$ cat src/rtl/l2sim_pkg.sv
//==============================================================================
// Module      : l2sim_pkg
// Description : Shared constants, types and helpers for the L2 switch test
//               harness: frame layout, MAC map, scheduler state encoding.
// Revision    : 1.0 - initial release
//==============================================================================
`default_nettype none

package l2sim_pkg;

    localparam int         FRAME_W   = 16;
    localparam int         NUM_PORTS = 4;
    localparam int         PORT_W    = 2;

    localparam logic [3:0] SFD   = 4'b0101;
    localparam logic [3:0] MAC_A = 4'hA;
    localparam logic [3:0] MAC_B = 4'hB;
    localparam logic [3:0] MAC_C = 4'hC;
    localparam logic [3:0] MAC_D = 4'hD;

    // Scheduler state encoding
    typedef logic [1:0] sched_state_t;
    localparam sched_state_t ST_IDLE  = 2'd0;
    localparam sched_state_t ST_CLEAR = 2'd1;
    localparam sched_state_t ST_ISSUE = 2'd2;
    localparam sched_state_t ST_GAP   = 2'd3;

    // Result of a source-MAC lookup
    typedef struct packed {
        logic              valid;
        logic [PORT_W-1:0] port;
    } port_sel_t;

    // One queued frame together with the EndDevice port that sends it
    typedef struct packed {
        logic [PORT_W-1:0]  port;
        logic [FRAME_W-1:0] frame;
    } fifo_entry_t;

    // Map a source MAC nibble to its EndDevice port; valid=0 for unknown MACs
    function automatic port_sel_t mac_to_port(input logic [3:0] mac);
        port_sel_t sel;
        sel.valid = 1'b1;
        sel.port  = '0;
        case (mac)
            MAC_A:   sel.port = 2'd0;
            MAC_B:   sel.port = 2'd1;
            MAC_C:   sel.port = 2'd2;
            MAC_D:   sel.port = 2'd3;
            default: sel.valid = 1'b0;
        endcase
        return sel;
    endfunction

endpackage

`default_nettype wire

$ cat src/rtl/frame_fifo.sv
//==============================================================================
// Module      : frame_fifo
// Description : Circular FIFO with wrapping pointers and a separately held
//               occupancy count so full and empty are never ambiguous.
//               DEPTH must be a power of two so the pointers wrap naturally.
// Revision    : 1.0 - initial release
//==============================================================================
`default_nettype none

module frame_fifo #(
    parameter int DEPTH = 4,
    parameter int WIDTH = 18,
    parameter int CNT_W = $clog2(DEPTH) + 1
) (
    input  logic             FPGA_CLK,
    input  logic             sys_rst,
    input  logic             i_push,
    input  logic [WIDTH-1:0] i_push_data,
    input  logic             i_pop,
    output logic [WIDTH-1:0] o_head,
    output logic [CNT_W-1:0] o_count,
    output logic             o_full,
    output logic             o_empty
);

    localparam int               c_ptr_w = (DEPTH > 1) ? $clog2(DEPTH) : 1;
    localparam logic [CNT_W-1:0] c_depth = CNT_W'(DEPTH);

    logic [WIDTH-1:0]   r_mem [DEPTH];
    logic [c_ptr_w-1:0] r_wr_ptr;
    logic [c_ptr_w-1:0] r_rd_ptr;
    logic [CNT_W-1:0]   r_count;
    logic [CNT_W-1:0]   w_count_nxt;
    logic               r_full;
    logic               r_empty;
    logic               w_do_push;
    logic               w_do_pop;

    // A push into a full FIFO is only legal when a pop frees a slot in the same cycle
    assign w_do_pop  = i_pop && !r_empty;
    assign w_do_push = i_push && (!r_full || w_do_pop);

    // Next occupancy from the push/pop combination
    always_comb begin
        w_count_nxt = r_count;
        case ({w_do_push, w_do_pop})
            2'b10:   w_count_nxt = r_count + 1'b1;
            2'b01:   w_count_nxt = r_count - 1'b1;
            default: w_count_nxt = r_count;
        endcase
    end

    // Storage array; contents need no reset since the count gates every read
    always_ff @(posedge FPGA_CLK) begin
        if (w_do_push) begin
            r_mem[r_wr_ptr] <= i_push_data;
        end
    end

    // Pointers, count and registered full/empty flags
    always_ff @(posedge FPGA_CLK or posedge sys_rst) begin
        if (sys_rst) begin
            r_wr_ptr <= '0;
            r_rd_ptr <= '0;
            r_count  <= '0;
            r_full   <= 1'b0;
            r_empty  <= 1'b1;
        end else begin
            if (w_do_push) begin
                r_wr_ptr <= r_wr_ptr + 1'b1;
            end
            if (w_do_pop) begin
                r_rd_ptr <= r_rd_ptr + 1'b1;
            end
            r_count <= w_count_nxt;
            r_full  <= (w_count_nxt == c_depth);
            r_empty <= (w_count_nxt == '0);
        end
    end

    assign o_head  = r_mem[r_rd_ptr];
    assign o_count = r_count;
    assign o_full  = r_full;
    assign o_empty = r_empty;

endmodule

`default_nettype wire

$ cat src/rtl/tx_frame_scheduler.sv
//==============================================================================
// Module      : tx_frame_scheduler
// Description : Queues test frames from the user-input logic and issues them
//               one at a time to the EndDevice ports with a fixed gap, so
//               serial transmissions through the L2 switch never overlap.
//               Pulses the switch FIFO clear at the start of every burst.
// Revision    : 1.0 - initial release
//==============================================================================
`default_nettype none

module tx_frame_scheduler #(
    parameter int NUM_PORTS  = 4,
    parameter int DEPTH      = 4,
    parameter int GAP_CYCLES = 40
) (
    input  logic                     FPGA_CLK,
    input  logic                     sys_rst,
    input  logic                     add_req,
    input  logic [15:0]              add_frame,
    input  logic                     send_req,
    output logic [15:0]              tx_frame,
    output logic [NUM_PORTS-1:0]     tx_valid,
    output logic                     switch_clear,
    output logic                     busy,
    output logic [$clog2(DEPTH):0]   queue_count,
    output logic                     queue_full,
    output logic                     drop_pulse
);

    import l2sim_pkg::*;

    localparam int c_cnt_w = $clog2(DEPTH) + 1;
    localparam int c_gap_w = $clog2(GAP_CYCLES + 1);

    sched_state_t         r_state;
    sched_state_t         w_state_nxt;
    logic [c_gap_w-1:0]   r_gap_cnt;
    logic                 w_pop;
    logic                 w_issue_nxt;
    logic                 w_add_ok;
    port_sel_t            w_src_sel;
    fifo_entry_t          w_push_entry;
    fifo_entry_t          w_head;
    logic [c_cnt_w-1:0]   w_count;
    logic                 w_full;
    logic                 w_empty;
    logic [NUM_PORTS-1:0] w_port_onehot;

    logic [15:0]          r_tx_frame;
    logic [NUM_PORTS-1:0] r_tx_valid;
    logic                 r_switch_clear;
    logic                 r_busy;
    logic                 r_drop_pulse;

    // Source decode; the port index travels with the frame through the queue
    assign w_src_sel          = mac_to_port(add_frame[7:4]);
    assign w_push_entry.port  = w_src_sel.port;
    assign w_push_entry.frame = add_frame;

    // Accept when the source is known and a slot is free (a same-cycle pop frees one)
    assign w_add_ok = add_req && w_src_sel.valid && (!w_full || w_pop);

    frame_fifo #(
        .DEPTH (DEPTH),
        .WIDTH ($bits(fifo_entry_t)),
        .CNT_W (c_cnt_w)
    ) u_frame_fifo (
        .FPGA_CLK    (FPGA_CLK),
        .sys_rst     (sys_rst),
        .i_push      (w_add_ok),
        .i_push_data (w_push_entry),
        .i_pop       (w_pop),
        .o_head      (w_head),
        .o_count     (w_count),
        .o_full      (w_full),
        .o_empty     (w_empty)
    );

    // One-hot strobe pattern for the head entry's port
    for (genvar p = 0; p < NUM_PORTS; p++) begin : g_port_onehot
        assign w_port_onehot[p] = (w_head.port == PORT_W'(p));
    end

    // Next-state logic; w_issue_nxt marks the edge that loads the issue outputs,
    // so the ISSUE state is the cycle in which tx_valid is high and the head pops
    always_comb begin
        w_state_nxt = r_state;
        w_pop       = 1'b0;
        w_issue_nxt = 1'b0;
        case (r_state)
            ST_IDLE: begin
                // An add in the same cycle counts, so a send on an empty queue
                // still starts a burst when that add is accepted
                if (send_req && (!w_empty || w_add_ok)) begin
                    w_state_nxt = ST_CLEAR;
                end
            end
            ST_CLEAR: begin
                w_state_nxt = ST_ISSUE;
                w_issue_nxt = 1'b1;
            end
            ST_ISSUE: begin
                w_state_nxt = ST_GAP;
                w_pop       = 1'b1;
            end
            ST_GAP: begin
                if (r_gap_cnt == '0) begin
                    if (!w_empty) begin
                        w_state_nxt = ST_ISSUE;
                        w_issue_nxt = 1'b1;
                    end else begin
                        w_state_nxt = ST_IDLE;
                    end
                end
            end
            default: w_state_nxt = ST_IDLE;
        endcase
    end

    // State register
    always_ff @(posedge FPGA_CLK or posedge sys_rst) begin
        if (sys_rst) begin
            r_state <= ST_IDLE;
        end else begin
            r_state <= w_state_nxt;
        end
    end

    // Gap counter: loaded during the issue cycle, counts down through GAP
    always_ff @(posedge FPGA_CLK or posedge sys_rst) begin
        if (sys_rst) begin
            r_gap_cnt <= '0;
        end else if (r_state == ST_ISSUE) begin
            r_gap_cnt <= c_gap_w'(GAP_CYCLES - 1);
        end else if ((r_state == ST_GAP) && (r_gap_cnt != '0)) begin
            r_gap_cnt <= r_gap_cnt - 1'b1;
        end
    end

    // Registered outputs; tx_frame holds the last issued frame between issues
    always_ff @(posedge FPGA_CLK or posedge sys_rst) begin
        if (sys_rst) begin
            r_tx_frame     <= '0;
            r_tx_valid     <= '0;
            r_switch_clear <= 1'b0;
            r_busy         <= 1'b0;
            r_drop_pulse   <= 1'b0;
        end else begin
            if (w_issue_nxt) begin
                r_tx_frame <= w_head.frame;
            end
            r_tx_valid     <= w_issue_nxt ? w_port_onehot : '0;
            r_switch_clear <= (r_state == ST_IDLE) && (w_state_nxt == ST_CLEAR);
            r_busy         <= (w_state_nxt != ST_IDLE);
            r_drop_pulse   <= add_req && !w_add_ok;
        end
    end

    assign tx_frame     = r_tx_frame;
    assign tx_valid     = r_tx_valid;
    assign switch_clear = r_switch_clear;
    assign busy         = r_busy;
    assign queue_count  = w_count;
    assign queue_full   = w_full;
    assign drop_pulse   = r_drop_pulse;

endmodule

`default_nettype wire

$ cat config.mk
export PLATFORM = sky130hd
export DESIGN_NAME = tx_frame_scheduler
export DESIGN_NICKNAME = d
export VERILOG_FILES = /design/src/rtl/l2sim_pkg.sv /design/src/rtl/frame_fifo.sv /design/src/rtl/tx_frame_scheduler.sv
export SDC_FILE = /design/constraint.sdc
export NUM_CORES = 1
export LEC_CHECK = 0
export ABC_AREA = 0
export ABC_CLOCK_PERIOD_IN_PS = 3750
export BUFFER_PORTS_ARGS = -buffer_cell sky130_fd_sc_hd__buf_2
export CORE_MARGIN = 3
export CORE_UTILIZATION = 44
export DETAILED_ROUTE_END_ITERATION = 16
export PLACE_DENSITY = 0.72
export SLEW_MARGIN = 20
export SYNTH_ARGS = -nofsm -noshare
export SYNTH_HDL_FRONTEND = slang
export SYNTH_SLANG_ARGS = --single-unit
$ cat constraint.sdc
create_clock -name FPGA_CLK -period 3.75 [get_ports FPGA_CLK]
set_clock_uncertainty 0.1 [all_clocks]
set_input_delay 0.375 -clock FPGA_CLK [delete_from_list [all_inputs] [get_ports FPGA_CLK]]
set_output_delay 0.375 -clock FPGA_CLK [all_outputs]
set_load 0.05 [all_outputs]
Word level (Yosys, flattened, before mapping) --
Memories as Yosys holds them, arrays and structs flattened. Cells that the tools add are included. Widths: inputs -> output; s select.
Storage, ports and cells: bits in registers 40, bits in latches 0, bits in writable memories 72, memory bits (read-only) 0, output and inout port bits 27, word-level logic and storage cells 70, memories 1
Memories:
- u_frame_fifo.r_mem | words 4, bits a word 18, read ports 1, clocked after Yosys merged registers in 0, wr ports 1, RTL line frame_fifo.sv:29 | logic [WIDTH-1:0] r_mem [DEPTH];
Operators by class: add/subtract/negate cells 5, $mul 0, divide/modulo/power cells 0, $lt $le $gt $ge 0, equal/unequal tests 14, shifts and indexed selects 0, multiplexer cells 16, bitwise operators 0, reductions and logical operators 22
Operator list (number):
- $eq 4x4->1 const B | 4
- $mux 6 | 2
- $eq 2x2->1 const B | 5
- $eq 2x1->1 const B | 4
- $logic_and 1x1->1 | 8
- $pmux 2 s4 | 1
- $logic_not 6->1 | 1
- $mux 1 | 6
- $mux 2 | 3
- $pmux 2 s3 | 1
- $pmux 3 s2 | 1
- $reduce_bool 6->1 | 1
- $sub 6x1->6 const B | 1
- $add 2x1->2 const B | 2
- $logic_not 2->1 | 2
- $mux 4 | 1
- $reduce_bool 2->1 | 2
- $reduce_or 4->1 | 1
- $add 3x1->3 const B | 1
- $eq 3x3->1 const B | 1
- $logic_not 1->1 | 3
- $logic_not 3->1 | 1
- $logic_or 1x1->1 | 3
- $sub 3x1->3 const B | 1
- $pmux 1 s2 | 1

Depth between registers and ports, before layout --
Gate-level depths: netlist of the first run.
depth in word-level cells 11, mapped depth 9, gate-level depth less buffers 9

Cells and area by module --
Synthesis of the first run repeated with hierarchy kept, for this count alone.
Second synthesis, totals: cell total of the unflattened synthesis 255, area total of the unflattened synthesis 4548.1 sq um
Modules (own cells, without submodules):
- frame_fifo | instances 1, cells an instance 141, area an instance 3126.7 sq um
- tx_frame_scheduler | instances 1, cells an instance 114, area an instance 1421.4 sq um

Least setup slack after synthesis of the first run --
Ideal clock, no wire load.
path type register to register, start register r_state[1], end register u_frame_fifo.r_full (netlist: u_frame_fifo.o_full), setup time 0.119 ns, arrival 2.383 ns, setup slack 1.147 ns, stages on the path, launching flop included 10, path buffers 0, period minus slack after synthesis 2.603 ns, cells stage by stage dfrtp_1 > or3b_4 > a211oi_4 > inv_1 > ha_1 > inv_1 > fa_1 > and3b_1 > a31oi_1 > o21ba_2
On the way: word-level cells in the longest chain between the ends 8
Ends and longest elaborated chain:
- from (decl) | RTL line tx_frame_scheduler.sv:35 | sched_state_t r_state;
- from (signal assigned) | RTL line tx_frame_scheduler.sv:125 | r_state <= w_state_nxt;
- $eq 2x2->1 (*) | RTL line tx_frame_scheduler.sv:90 | case (r_state)
- $mux 1 (*) | RTL line tx_frame_scheduler.sv:90
- $logic_or 1x1->1 / $logic_and 1x1->1 (equally long branches) | RTL line tx_frame_scheduler.sv:61, frame_fifo.sv:40
- $logic_and 1x1->1 / $logic_or 1x1->1 (equally long branches) | RTL line tx_frame_scheduler.sv:61, frame_fifo.sv:41
- $logic_and 1x1->1 | RTL line frame_fifo.sv:41 | assign w_do_push = i_push && (!r_full || w_do_pop);
- $eq 2x1->1 / $eq 2x2->1 (equally long branches) | RTL line frame_fifo.sv:46 | case ({w_do_push, w_do_pop})
- $pmux 3 s2 (*) | RTL line frame_fifo.sv:46
- $eq 3x3->1 (*) | RTL line frame_fifo.sv:76 | r_full <= (w_count_nxt == c_depth);
- to (signal assigned) | RTL line frame_fifo.sv:76
- to (decl) | RTL line frame_fifo.sv:34 | logic r_full;
Mark *: on every way between the ends. The rest lies on a longest branch, timed or not. A chain may end at the register's enable or synchronous reset.

Worst setup path in the final report of the first run --
Same ends and word-level chain as after synthesis.

==> results of run 1 <==
==> final timing paths <==
| path | start | endpoint | slack (ns) | cells after the start |
|---|---|---|---|---|
| min in group FPGA_CLK | add_frame[0] | u_frame_fifo.r_mem[2][0] | 0.12 | 1 |
| setup reg to reg | r_state[1] | u_frame_fifo.o_full | 0.72 | 9 |
| hold / removal | sys_rst | tx_valid[0] | 0.03 | 3 |
| max in group asynchronous | sys_rst | u_frame_fifo.o_empty | 3.14 | 3 |
| setup / recovery | r_state[1] | u_frame_fifo.o_full | 0.72 | 9 |
| hold reg to reg | tx_frame[7] | tx_frame[7] | 0.41 | 1 |
==> registers in the layout, indices dropped and copies added, names as in the netlist <==
name                   cells
u_frame_fifo.r_rd_ptr      2
u_frame_fifo.o_empty       1
u_frame_fifo.r_mem        72
busy                       1
tx_valid                   4
u_frame_fifo.o_full        1
r_state                    2
u_frame_fifo.r_wr_ptr      2
drop_pulse                 1
tx_frame                  16
switch_clear               1
u_frame_fifo.o_count       3
r_gap_cnt                  6
==> layout make-up <==
class / count / area (um^2) / area share
multi-input combinational: 116 / 1220 / 0.239
tap: 133 / 166 / 0.0326
clock inverter: 7 / 104 / 0.0203
sequential: 112 / 3160 / 0.619
clock buffer: 9 / 124 / 0.0242
inverter: 14 / 52.6 / 0.0103
timing repair buffer: 52 / 275 / 0.0539
==> stage by stage <==
| step | setup slack (ns) | hold slack [ns] | utilization | total power, W |
|---|---|---|---|---|
| 3_5_place_dp | 0.755 | 0.394 | 0.495 | 0.00309 |
| 3_3_place_gp | 0.858 | 0.389 | 0.495 | 0.00305 |
| 6_report | 0.723 | 0.0304 | 0.518 | 0.00383 |
| 4_1_cts | 0.734 | 0.0371 | 0.518 | 0.00388 |
| 2_1_floorplan | 1.15 | 0.374 | - | 0.00277 |
| 5_1_grt | 0.502 | 0.0684 | 0.518 | 0.00405 |
==> cells by family (layout without fill, tap and decap cells) <==
group,count (synthesis),in the layout,synth area share
buffers and inverters,22,82,0.0226
muxes,36,36,0.135
xor gates and xnor gates,6,6,0.0117
and+or+nand+nor,40,40,0.0563
adders and majority gates,8,8,0.0240
AOI/OAI and AO/OA,26,26,0.0454
DFF,112,112,0.705
==> routing by layer <==
| layer | global-route usage | routed length (um) |
|---|---|---|
| met1 | 0.193 | 3340 |
| met2 | 0.246 | 3860 |
| met3 | 0.0253 | 341 |
| met4 | 0.0658 | 110 |
| met5 | 0 | 0 |
==> worst min-delay path: cells and delay by family <==
family	cells	cell delay, ns
buffers and inverters	3	0.57
==> cell usage after synthesis, drive strengths merged (2+ instances only) <==
library cell / instances
a211oi: 2
a22oi: 2
a31oi: 3
and2: 5
and3: 3
and3b: 2
buf: 5
clkbuf: 3
dfrtp: 39
edfxtp: 72
ha: 7
inv: 14
mux2: 17
mux4: 18
nand2: 7
nand3: 3
nor2: 2
nor2b: 2
nor3: 5
nor4: 2
o2111ai: 2
o21a: 2
o21ai: 4
o31ai: 2
or3: 2
xnor2: 5
==> where the power goes <==
group / leakage (nW) / switching [W] / internal, W
clock network: 0.115 / 0.000394 / 0.000386
registers: 1.13 / 0.000212 / 0.00154
logic: 0.715 / 0.000786 / 0.000509
total: 1.96 / 0.00139 / 0.00243
==> layout by cell type, fill, tap and decap left out, types with 2 or more instances in the layout <==
cell type / count
nand2_1: 7
and3b_1: 2
and3_1: 3
edfxtp_1: 72
inv_1: 13
buf_2: 46
clkbuf_8: 9
clkinv_1: 2
xnor2_1: 5
bufinv_16: 2
a31oi_1: 3
nor2_1: 2
o21ai_0: 4
mux2_2: 16
mux4_2: 18
o21a_1: 2
nor3_1: 5
dfrtp_1: 39
a22oi_1: 2
buf_4: 6
o31ai_1: 2
nand3_1: 3
or3_1: 2
and2_1: 5
inv_8: 2
ha_1: 7
clkinv_4: 2
o2111ai_1: 2
nor2b_1: 2
==> flow_metrics.py, run 1 <==
metrics = {
    "final_layout": {
        "diodes": 0,
        "stdcell_area_um2": 5110,
        "nFillCells": 796,
        "final_layout_size_suffix_gt1_frac": 0.348,
        "fin_nets": 333,
        "final_cells": 443,
        "area_growth_pct": 13.8,
    },
    "logic_synthesis": {
        "syn_area_per_cell_um2": 18.0,
        "main_area_contributors_after_synthesis": "edfxtp_1 (48%), dfrtp_1 (22%), mux4_2 (9.0%)",
        "postSynthRegisterBits": 112,
        "synth_enable_flop_cells": 72,
        "yosysWarnings": 0,
        "synth.distinct_cells": 50,
        "synth_top_area_frac": 0.482,
        "syn_area_um2": 4490,
        "synth_flop_type": "edfxtp_1",
        "proportion_of_synthesized_flip_flops_having_asynchronous_set_or_reset": 0.357,
        "seq_area_frac_synth": 0.705,
        "syn_nets": 278,
        "synth_area_leader_cell": "edfxtp_1",
        "postSynthCellCount": 250,
    },
    "clocking": {
        "cts_hold_buffers": 0,
        "ctsLongestPathBuffers": 2,
        "cts_resized": 0,
        "cts-buffers-inserted": 9,
        "number_of_sinks_driven_by_the_clock_tree": 112,
        "postCtsSetupRepairBufs": 0,
        "worst_skew_pair.late_latency_ns": 0.35,
        "cts_max_level": 3,
        "cts-root-buf": "clkbuf_8",
        "path_clk_slew_ns": 0.10,
        "cts_tree": "yes",
    },
    "grt": {
        "vias_in_the_first_global_route": 2515,
        "grt_overflow_total": 0,
        "grt_start_max_net_pins": 41,
        "grt_first_pass_wirelength_mm": 12.9,
        "grt.total_usage": 0.148,
        "antenna_found_initial": 0,
    },
    "flow_run": {
        "max_cap_viol_count": 0,
    },
    "critical_path": {
        "critPathTopFamily": "compound AO/OA/AOI/OAI gates",
        "worstPathArrival_ns": 3.18,
        "critPathCaptureType": "flip-flop",
        "worstPathCellList": "or3b_4, a211oi_4, inv_1, ha_1, inv_1, fa_1, and3b_1, a31oi_1, o21ba_2",
        "timing_worst_setup_path_type": "reg -> reg",
        "critPathBufInv": 2,
        "worst-endpoint-required_ns": 3.90,
        "timing.critical_path.from_type": "flip-flop",
        "critPathSlowestCell": "dfrtp_1",
        "cp_slowest_stage_delay_ns": 0.63,
        "timing.critical_path.fanout_max": 16,
        "path_common_cell": "inv_1",
    },
    "detailed_routing": {
        "vias_per_cell": 5.24,
        "drtPass1Iterations": 4,
        "detail_route.iter0.violations": 126,
        "drc": 0,
        "routed_wirelength_mm": 7.66,
        "postRouteAntennaNets": 0,
        "avgRoutedWirePerCell_um": 17.3,
        "detailroute.via_count": 2321,
    },
    "floorplan": {
        "core.rowCount": 36,
        "die_area_um2": 11500,
        "fp.dieW_um": 107,
        "coreArea_um2": 9860,
        "design.portCount": 47,
        "initial_core_util": 0.455,
        "die_h_um": 107,
    },
    "placed_design": {
        "place.detailed.hpwl_mm": 4.90,
        "placement.cell_area_um2": 4880,
        "gpl.final_weighted_congestion": 0.729,
        "place_inst": 427,
        "numPortBuffers": 46,
    },
    "timing": {
        "finalSetupTns_ns": 0,
        "max_freq_ghz": 0.330,
        "max-slew-margin-rel": 0.389,
        "setup_viol": 0,
        "hold_viol": 0,
        "grt_setup_unrepaired": "false",
        "post-route-min-period_ns": 3.03,
        "finalCritPeriodShare": 0.807,
        "tightestPinTransition_ns": 0.916,
        "finalMaxSlewViolations": 0,
    },
    "pwr": {
        "power.density_nw_per_um2": 749,
        "worst_ir_drop_vdd_v": 0.000287,
        "leakage_nw": 1.96,
    },
    "status": {
        "result_of_the_run": "finished, final reports clean",
    },
    "worst_hold_path": {
        "timing.hold.worst.class": "in -> async",
    },
}
No activity file was read; power rests on OpenSTA's default activity.
==> run 2, diff against run 1 <==
--- a/config.mk
+++ b/config.mk
@@ -5,13 +5,13 @@
 export SDC_FILE = /design/constraint.sdc
 export NUM_CORES = 1
 export LEC_CHECK = 0
-export ABC_AREA = 0
-export ABC_CLOCK_PERIOD_IN_PS = 3750
+export ABC_AREA = 1
+export ABC_CLOCK_PERIOD_IN_PS = 2600
 export BUFFER_PORTS_ARGS = -buffer_cell sky130_fd_sc_hd__buf_2
 export CORE_MARGIN = 3
 export CORE_UTILIZATION = 44
 export DETAILED_ROUTE_END_ITERATION = 16
-export PLACE_DENSITY = 0.72
+export PLACE_DENSITY = 0.74
 export SLEW_MARGIN = 20
 export SYNTH_ARGS = -nofsm -noshare
 export SYNTH_HDL_FRONTEND = slang
==> constraint.sdc (replaced) <==
create_clock -name FPGA_CLK -period 2.6 [get_ports FPGA_CLK]
set_clock_uncertainty 0.1 [all_clocks]
set_input_delay 0.26 -clock FPGA_CLK [delete_from_list [all_inputs] [get_ports FPGA_CLK]]
set_output_delay 0.26 -clock FPGA_CLK [all_outputs]
set_load 0.05 [all_outputs]
==> run 2 against run 1 <==
Net effect:
- die area rose by 2.0%
- hold slack worse by 0.022 ns
- total power increased by 48%
- critical path depth is 1 higher
- maximum frequency up 26%
- non-clock buffer count is 11 higher
- cell count rose by 37%
- synthesized cell count rose by 63%
- clock power is 26% higher
- clock-buffer cell count rose by 3
- highest routed layer unchanged
==> flow_metrics.py, run 2 <==
metrics = {
    "status": {
        "result_of_the_run": "finished, final reports clean",
    },
    "timing": {
        "finalSetupTns_ns": 0,
        "post-route-min-period_ns": 2.40,
        "finalMaxSlewViolations": 0,
        "setup_viol": 0,
        "max_freq_ghz": 0.417,
        "hold_viol": 0,
        "hold-worst-slack_ns": 0.00845,
        "max-slew-margin-rel": 0.595,
        "tightestPinTransition_ns": 0.606,
        "finalCritPeriodShare": 0.922,
        "grt_setup_unrepaired": "false",
    },
    "final_layout": {
        "regMostFlops": "u_frame_fifo.r_mem",
        "multi_input_comb_area_um2": 1180,
        "final_layout_size_suffix_gt1_frac": 0.169,
        "seq_area_um2": 3160,
        "fin_nets": 497,
        "stdcell_area_um2": 5250,
        "final_common_cell": "nand2_1",
        "diodes": 0,
        "area_growth_pct": 14.5,
        "nFillCells": 850,
        "final_cells": 607,
        "largest_register_ffs": 72,
        "layout.cells.most_common_list": "nand2_1 (80), edfxtp_1 (72), nor2_1 (49), buf_2 (46), inv_1 (41)",
    },
    "logic_synthesis": {
        "syn_area_per_cell_um2": 11.2,
        "synth_most_common_cell": "nand2_1",
        "syn_area_um2": 4590,
        "synth_area_leader_cell": "edfxtp_1",
        "yosysWarnings": 0,
        "synth_enable_flop_cells": 72,
        "synth_top_area_frac": 0.471,
        "postSynthRegisterBits": 112,
        "postSynthCellCount": 408,
        "synth.distinct_cells": 28,
        "synth_flop_type": "edfxtp_1",
        "proportion_of_synthesized_flip_flops_having_asynchronous_set_or_reset": 0.357,
        "main_area_contributors_after_synthesis": "edfxtp_1 (47%), dfrtp_1 (21%), nand2_1 (6.5%)",
        "syn_nets": 436,
        "seq_area_frac_synth": 0.690,
        "post_synth_most_frequent_cells": "nand2_1 (80), edfxtp_1 (72), nor2_1 (49), inv_1 (41)",
    },
    "detailed_routing": {
        "vias_per_cell": 4.87,
        "detail_route.iter0.violations": 188,
        "postRouteAntennaNets": 0,
        "drtPass1Iterations": 5,
        "routed_wirelength_mm": 8.39,
        "drc": 0,
        "detailroute.via_count": 2957,
        "avgRoutedWirePerCell_um": 13.8,
    },
    "floorplan": {
        "die_h_um": 108,
        "design.portCount": 47,
        "core.rowCount": 36,
        "fp.dieW_um": 108,
        "die_area_um2": 11700,
        "initial_core_util": 0.461,
        "coreArea_um2": 9950,
    },
    "worst_hold_path": {
        "hold_path.startpoint": "add_frame[15]",
        "worstHoldPathCells": 1,
        "timing.hold.worst.class": "in -> reg",
        "worstHoldEndpoint": "u_frame_fifo.r_mem[0][15]",
    },
    "critical_path": {
        "timing_worst_setup_path_type": "reg -> reg",
        "critPathCaptureType": "flip-flop",
        "cp_slowest_stage_delay_ns": 0.54,
        "worstPathArrival_ns": 2.59,
        "worstPathCellList": "inv_1, nand2_1, nand2_1, nand3_2, ha_1, inv_1, fa_1, o21ai_0, or2_2, nor2_1",
        "critPathSlowestCell": "dfstp_2",
        "timing.critical_path.fanout_max": 4,
        "timing.critical_path.from_type": "flip-flop",
        "endpoint_of_the_worst_register_to_register_path": "u_frame_fifo.o_full",
        "r2r_start": "u_frame_fifo.o_empty",
        "reg2reg_slack_ns": 0.20,
        "worst-endpoint-required_ns": 2.80,
        "ff2ff_path_depth": 10,
    },
    "clocking": {
        "ctsLongestPathBuffers": 2,
        "number_of_sinks_driven_by_the_clock_tree": 112,
        "cts-buffers-inserted": 9,
        "path_clk_slew_ns": 0.10,
        "cts-root-buf": "clkbuf_8",
        "cts_hold_buffers": 7,
        "postCtsSetupRepairBufs": 0,
        "cts_tree": "yes",
        "worst_skew_pair.late_latency_ns": 0.37,
        "cts_resized": 0,
        "cts_max_level": 3,
    },
    "grt": {
        "grt_first_pass_wirelength_mm": 13.9,
        "antenna_found_initial": 0,
        "grt_start_max_net_pins": 41,
        "vias_in_the_first_global_route": 2837,
        "grt.total_usage": 0.154,
        "grt_overflow_total": 0,
    },
    "placed_design": {
        "placement.cell_area_um2": 4970,
        "numPortBuffers": 46,
        "place_inst": 582,
        "place.detailed.hpwl_mm": 5.51,
        "gpl.final_weighted_congestion": 0.816,
    },
    "pwr": {
        "power.density_nw_per_um2": 1080,
        "worst_ir_drop_vdd_v": 0.000470,
        "leakage_nw": 2.24,
    },
    "flow_run": {
        "max_cap_viol_count": 0,
    },
}
-- run 2: cell types whose count changed after synthesis, sizes merged, moves of 17 or more --
| cell | change |
|---|---|
| mux2 | -17 |
| nand2 | +75 |
| mux4 | -18 |
| nand3 | +24 |
| inv | +30 |
| nor2 | +49 |
| o21ai | +39 |
-- run 2: final cells by class --
type,count,area share
Clock buffer,12,0.0298
Clock inverter,4,0.00643
Inverter,44,0.0315
Multi-Input combinational cell,239,0.226
Sequential cell,112,0.603
Tap cell,133,0.0317
Timing Repair Buffer,63,0.0724
-- run 2: kinds of logic after synthesis --
family	Yosys count	synth area share
buffers and inverters	57	0.0516
AND/OR/NAND/NOR	164	0.151
XOR/XNOR	6	0.0115
adder cells (fa/ha/maj)	8	0.0235
AO/OA/AOI/OAI	61	0.0720
flip-flops	112	0.690
-- run 2: worst max path at each step --
stage | from | end | slack (ns) | cells past startpoint
global route | r_state[1] | u_frame_fifo.o_full | 0.02 | 11
CTS | u_frame_fifo.o_empty | u_frame_fifo.o_full | 0.21 | 10
global placement | u_frame_fifo.o_empty | u_frame_fifo.o_empty | 0.33 | 10
floorplan | u_frame_fifo.o_empty | u_frame_fifo.o_empty | 0.31 | 10
detailed placement | u_frame_fifo.o_empty | u_frame_fifo.o_full | 0.27 | 10
finish | u_frame_fifo.o_empty | u_frame_fifo.o_full | 0.20 | 10
-- run 2: power breakdown --
part	switching, W	leakage [nW]	total [W]	internal (W)
clock	0.000562	0.0931	0.000981	0.000419
combinational	0.00167	1.02	0.00232	0.000648
sequential	0.000166	1.13	0.00238	0.00221
total	0.00240	2.24	0.00568	0.00328
-- run 2: per-stage QoR --
step | total power (W) | worst slack [ns] | util
final | 0.00568 | 0.203 | 0.528
after global routing | 0.00609 | 0.0240 | 0.528
after CTS | 0.00572 | 0.212 | 0.526
after detailed placement | 0.00474 | 0.266 | 0.499
after global placement | 0.00467 | 0.331 | 0.499
after floorplan | 0.00420 | 0.311 | -
-- run 2: critical path, delay by kind of cell, from the launching register on --
kind	cells	cell delay (ns)
DFF	1	0.54
adders and majority gates	2	0.66
and+or+nand+nor	5	0.74
AOI/OAI and AO/OA	1	0.13
buffers and inverters	2	0.14
-- run 2: per-layer routing --
| layer | track usage | routed length, um |
|---|---|---|
| met5 | 0 | 0 |
| met3 | 0.0257 | 395 |
| met2 | 0.253 | 4110 |
| met4 | 0.0721 | 179 |
| met1 | 0.201 | 3700 |
==> run 3, diff against run 2 <==
--- a/config.mk
+++ b/config.mk
@@ -8,10 +8,12 @@
 export ABC_AREA = 1
 export ABC_CLOCK_PERIOD_IN_PS = 2600
 export BUFFER_PORTS_ARGS = -buffer_cell sky130_fd_sc_hd__buf_2
+export CELL_PAD_IN_SITES_DETAIL_PLACEMENT = 0
+export CELL_PAD_IN_SITES_GLOBAL_PLACEMENT = 1
 export CORE_MARGIN = 3
-export CORE_UTILIZATION = 44
+export CORE_UTILIZATION = 42
 export DETAILED_ROUTE_END_ITERATION = 16
-export PLACE_DENSITY = 0.74
+export PLACE_DENSITY = 0.84
 export SLEW_MARGIN = 20
 export SYNTH_ARGS = -nofsm -noshare
 export SYNTH_HDL_FRONTEND = slang
==> run 3 against run 2 <==
Net effect:
- cell count increased by 0.66%
- final area about the same
- non-clock buffer count increased by 1
- flip-flop and latch count unchanged
- combinational power about the same
- critical endpoint is now u_frame_fifo.o_empty
==> flow_metrics.py, run 3 (synthesized netlist as in run 2, its figures left out) <==
metrics = {
    "status": {
        "result_of_the_run": "finished, final reports clean",
    },
    "detailed_routing": {
        "avgRoutedWirePerCell_um": 14.6,
        "postRouteAntennaNets": 0,
        "vias_per_cell": 4.91,
        "detailroute.via_count": 3003,
        "drtPass1Iterations": 6,
        "drc": 0,
        "routed_wirelength_mm": 8.90,
        "detail_route.iter0.violations": 145,
    },
    "grt": {
        "grt.total_usage": 0.152,
        "antenna_found_initial": 0,
        "grt_overflow_total": 0,
        "grt_first_pass_wirelength_mm": 14.8,
        "vias_in_the_first_global_route": 2930,
        "grt_start_max_net_pins": 41,
    },
    "final_layout": {
        "final_layout_size_suffix_gt1_frac": 0.171,
        "diodes": 0,
        "stdcell_area_um2": 5250,
        "nFillCells": 945,
        "final_cells": 611,
        "final_common_cell": "nand2_1",
        "regMostFlops": "u_frame_fifo.r_mem",
        "area_growth_pct": 14.5,
        "layout.cells.most_common_list": "nand2_1 (80), edfxtp_1 (72), nor2_1 (49), buf_2 (46), inv_1 (41)",
        "largest_register_ffs": 72,
        "fin_nets": 498,
    },
    "clocking": {
        "cts-buffers-inserted": 9,
        "path_clk_slew_ns": 0.10,
        "ctsLongestPathBuffers": 2,
        "postCtsSetupRepairBufs": 0,
        "worst_skew_pair.late_latency_ns": 0.37,
        "cts_max_level": 3,
        "cts-root-buf": "clkbuf_8",
        "cts_tree": "yes",
        "number_of_sinks_driven_by_the_clock_tree": 112,
    },
    "placed_design": {
        "numPortBuffers": 46,
        "place.detailed.hpwl_mm": 5.71,
        "place_inst": 585,
        "gpl.final_weighted_congestion": 0.775,
        "post-place-ws_ns": 0.208,
        "placement.cell_area_um2": 4970,
    },
    "timing": {
        "finalWorstSetupSlack_ns": 0.195,
        "max_freq_ghz": 0.416,
        "finalMaxSlewViolations": 0,
        "tightestPinTransition_ns": 0.635,
        "finalSetupTns_ns": 0,
        "grt_setup_unrepaired": "false",
        "finalCritPeriodShare": 0.925,
        "post-route-min-period_ns": 2.41,
        "setup_viol": 0,
        "max-slew-margin-rel": 0.575,
        "hold_viol": 0,
    },
    "pwr": {
        "leakage_nw": 2.24,
        "power.clock.fraction": 0.168,
        "p_int_w": 0.00323,
        "net-switching-power_w": 0.00245,
        "power.sequential.fraction": 0.421,
        "power.density_nw_per_um2": 1080,
        "power_w": 0.00568,
        "worst_ir_drop_vdd_v": 0.000441,
        "net_switching_fraction_of_the_power": 0.432,
        "portion_of_total_power_attributed_to_combinational_logic": 0.412,
    },
    "floorplan": {
        "core.rowCount": 37,
        "design.portCount": 47,
        "coreArea_um2": 10500,
        "die_h_um": 110,
        "initial_core_util": 0.438,
        "die_area_um2": 12200,
        "fp.dieW_um": 110,
    },
    "worst_hold_path": {
        "hold_path.startpoint": "add_frame[9]",
        "worstHoldPathCells": 1,
        "timing.hold.worst.class": "in -> reg",
        "worstHoldEndpoint": "u_frame_fifo.r_mem[1][9]",
    },
    "critical_path": {
        "critPathCaptureType": "flip-flop",
        "worstPathArrival_ns": 2.61,
        "timing_worst_setup_path_type": "reg -> reg",
        "timing.critical_path.fanout_max": 4,
        "worst-endpoint-required_ns": 2.80,
        "r2r_start": "u_frame_fifo.o_empty",
        "timing.critical_path.from_type": "flip-flop",
        "ff2ff_path_depth": 10,
        "endpoint_of_the_worst_register_to_register_path": "u_frame_fifo.o_empty",
        "reg2reg_slack_ns": 0.19,
    },
    "flow_run": {
        "max_cap_viol_count": 0,
    },
}
## run 3: through the flow
stage                      util  hold slack, ns
after detailed placement  0.475           0.309
after CTS                 0.502         0.00406
after global routing      0.502          0.0101
final                     0.502          0.0213
after floorplan               -           0.259
after global placement    0.475           0.308
## run 3: worst max-delay path, cell delays in order, from the launching register on
cell,delay [ns]
dfstp_2,0.55
inv_1,0.07
nand2_1,0.15
nand2_1,0.10
nand3_2,0.08
ha_1,0.16
inv_1,0.07
fa_1,0.50
o21ai_0,0.10
or2_2,0.32
nor2_1,0.13
## run 3: final cells by class
type / instances / area, um^2 / area share
flip-flops and latches: 112 / 3160 / 0.602
multi-input cells: 239 / 1180 / 0.226
repair buffers: 64 / 390 / 0.0743
well taps: 136 / 170 / 0.0324
inverters: 44 / 165 / 0.0314
clock buffers: 10 / 128 / 0.0243
clock inverters: 6 / 50.0 / 0.00953
## run 3: worst max path at each step
| stage | from | endpoint | slack [ns] | cells after the start |
|---|---|---|---|---|
| floorplan | u_frame_fifo.o_empty | u_frame_fifo.o_empty | 0.31 | 10 |
| finish | u_frame_fifo.o_empty | u_frame_fifo.o_empty | 0.19 | 10 |
| detailed placement | u_frame_fifo.o_empty | u_frame_fifo.o_empty | 0.21 | 10 |
| global route | u_frame_fifo.o_empty | u_frame_fifo.o_empty | 0.05 | 10 |
| CTS | u_frame_fifo.o_empty | u_frame_fifo.o_full | 0.18 | 10 |
| global placement | u_frame_fifo.o_empty | u_frame_fifo.o_empty | 0.32 | 10 |
## run 3: per-layer routing
metal,track usage,vias to the layer above,wire length [um],part of all wire
met5,0,-,0,0
met4,0.0558,0,176,0.020
met3,0.0279,14,416,0.047
met2,0.246,71,4190,0.47
met1,0.204,1422,4120,0.46
li1,-,1496,-,-
## run 3: power groups by stage
stage               combinational (W)  clock (W)  sequential [W]
floorplan                     0.00123          0         0.00297
global placement              0.00227          0         0.00242
detailed placement            0.00233          0         0.00243
CTS                           0.00235   0.000979         0.00239
global route                  0.00261    0.00107         0.00243
finish                        0.00234   0.000951         0.00239
## run 3: repair_timing
item / 4_1_cts / 5_1_grt
hold endpoints to repair: 75 / 0
gates resized for setup: 0 / 0
hold buffers: 10 / 0
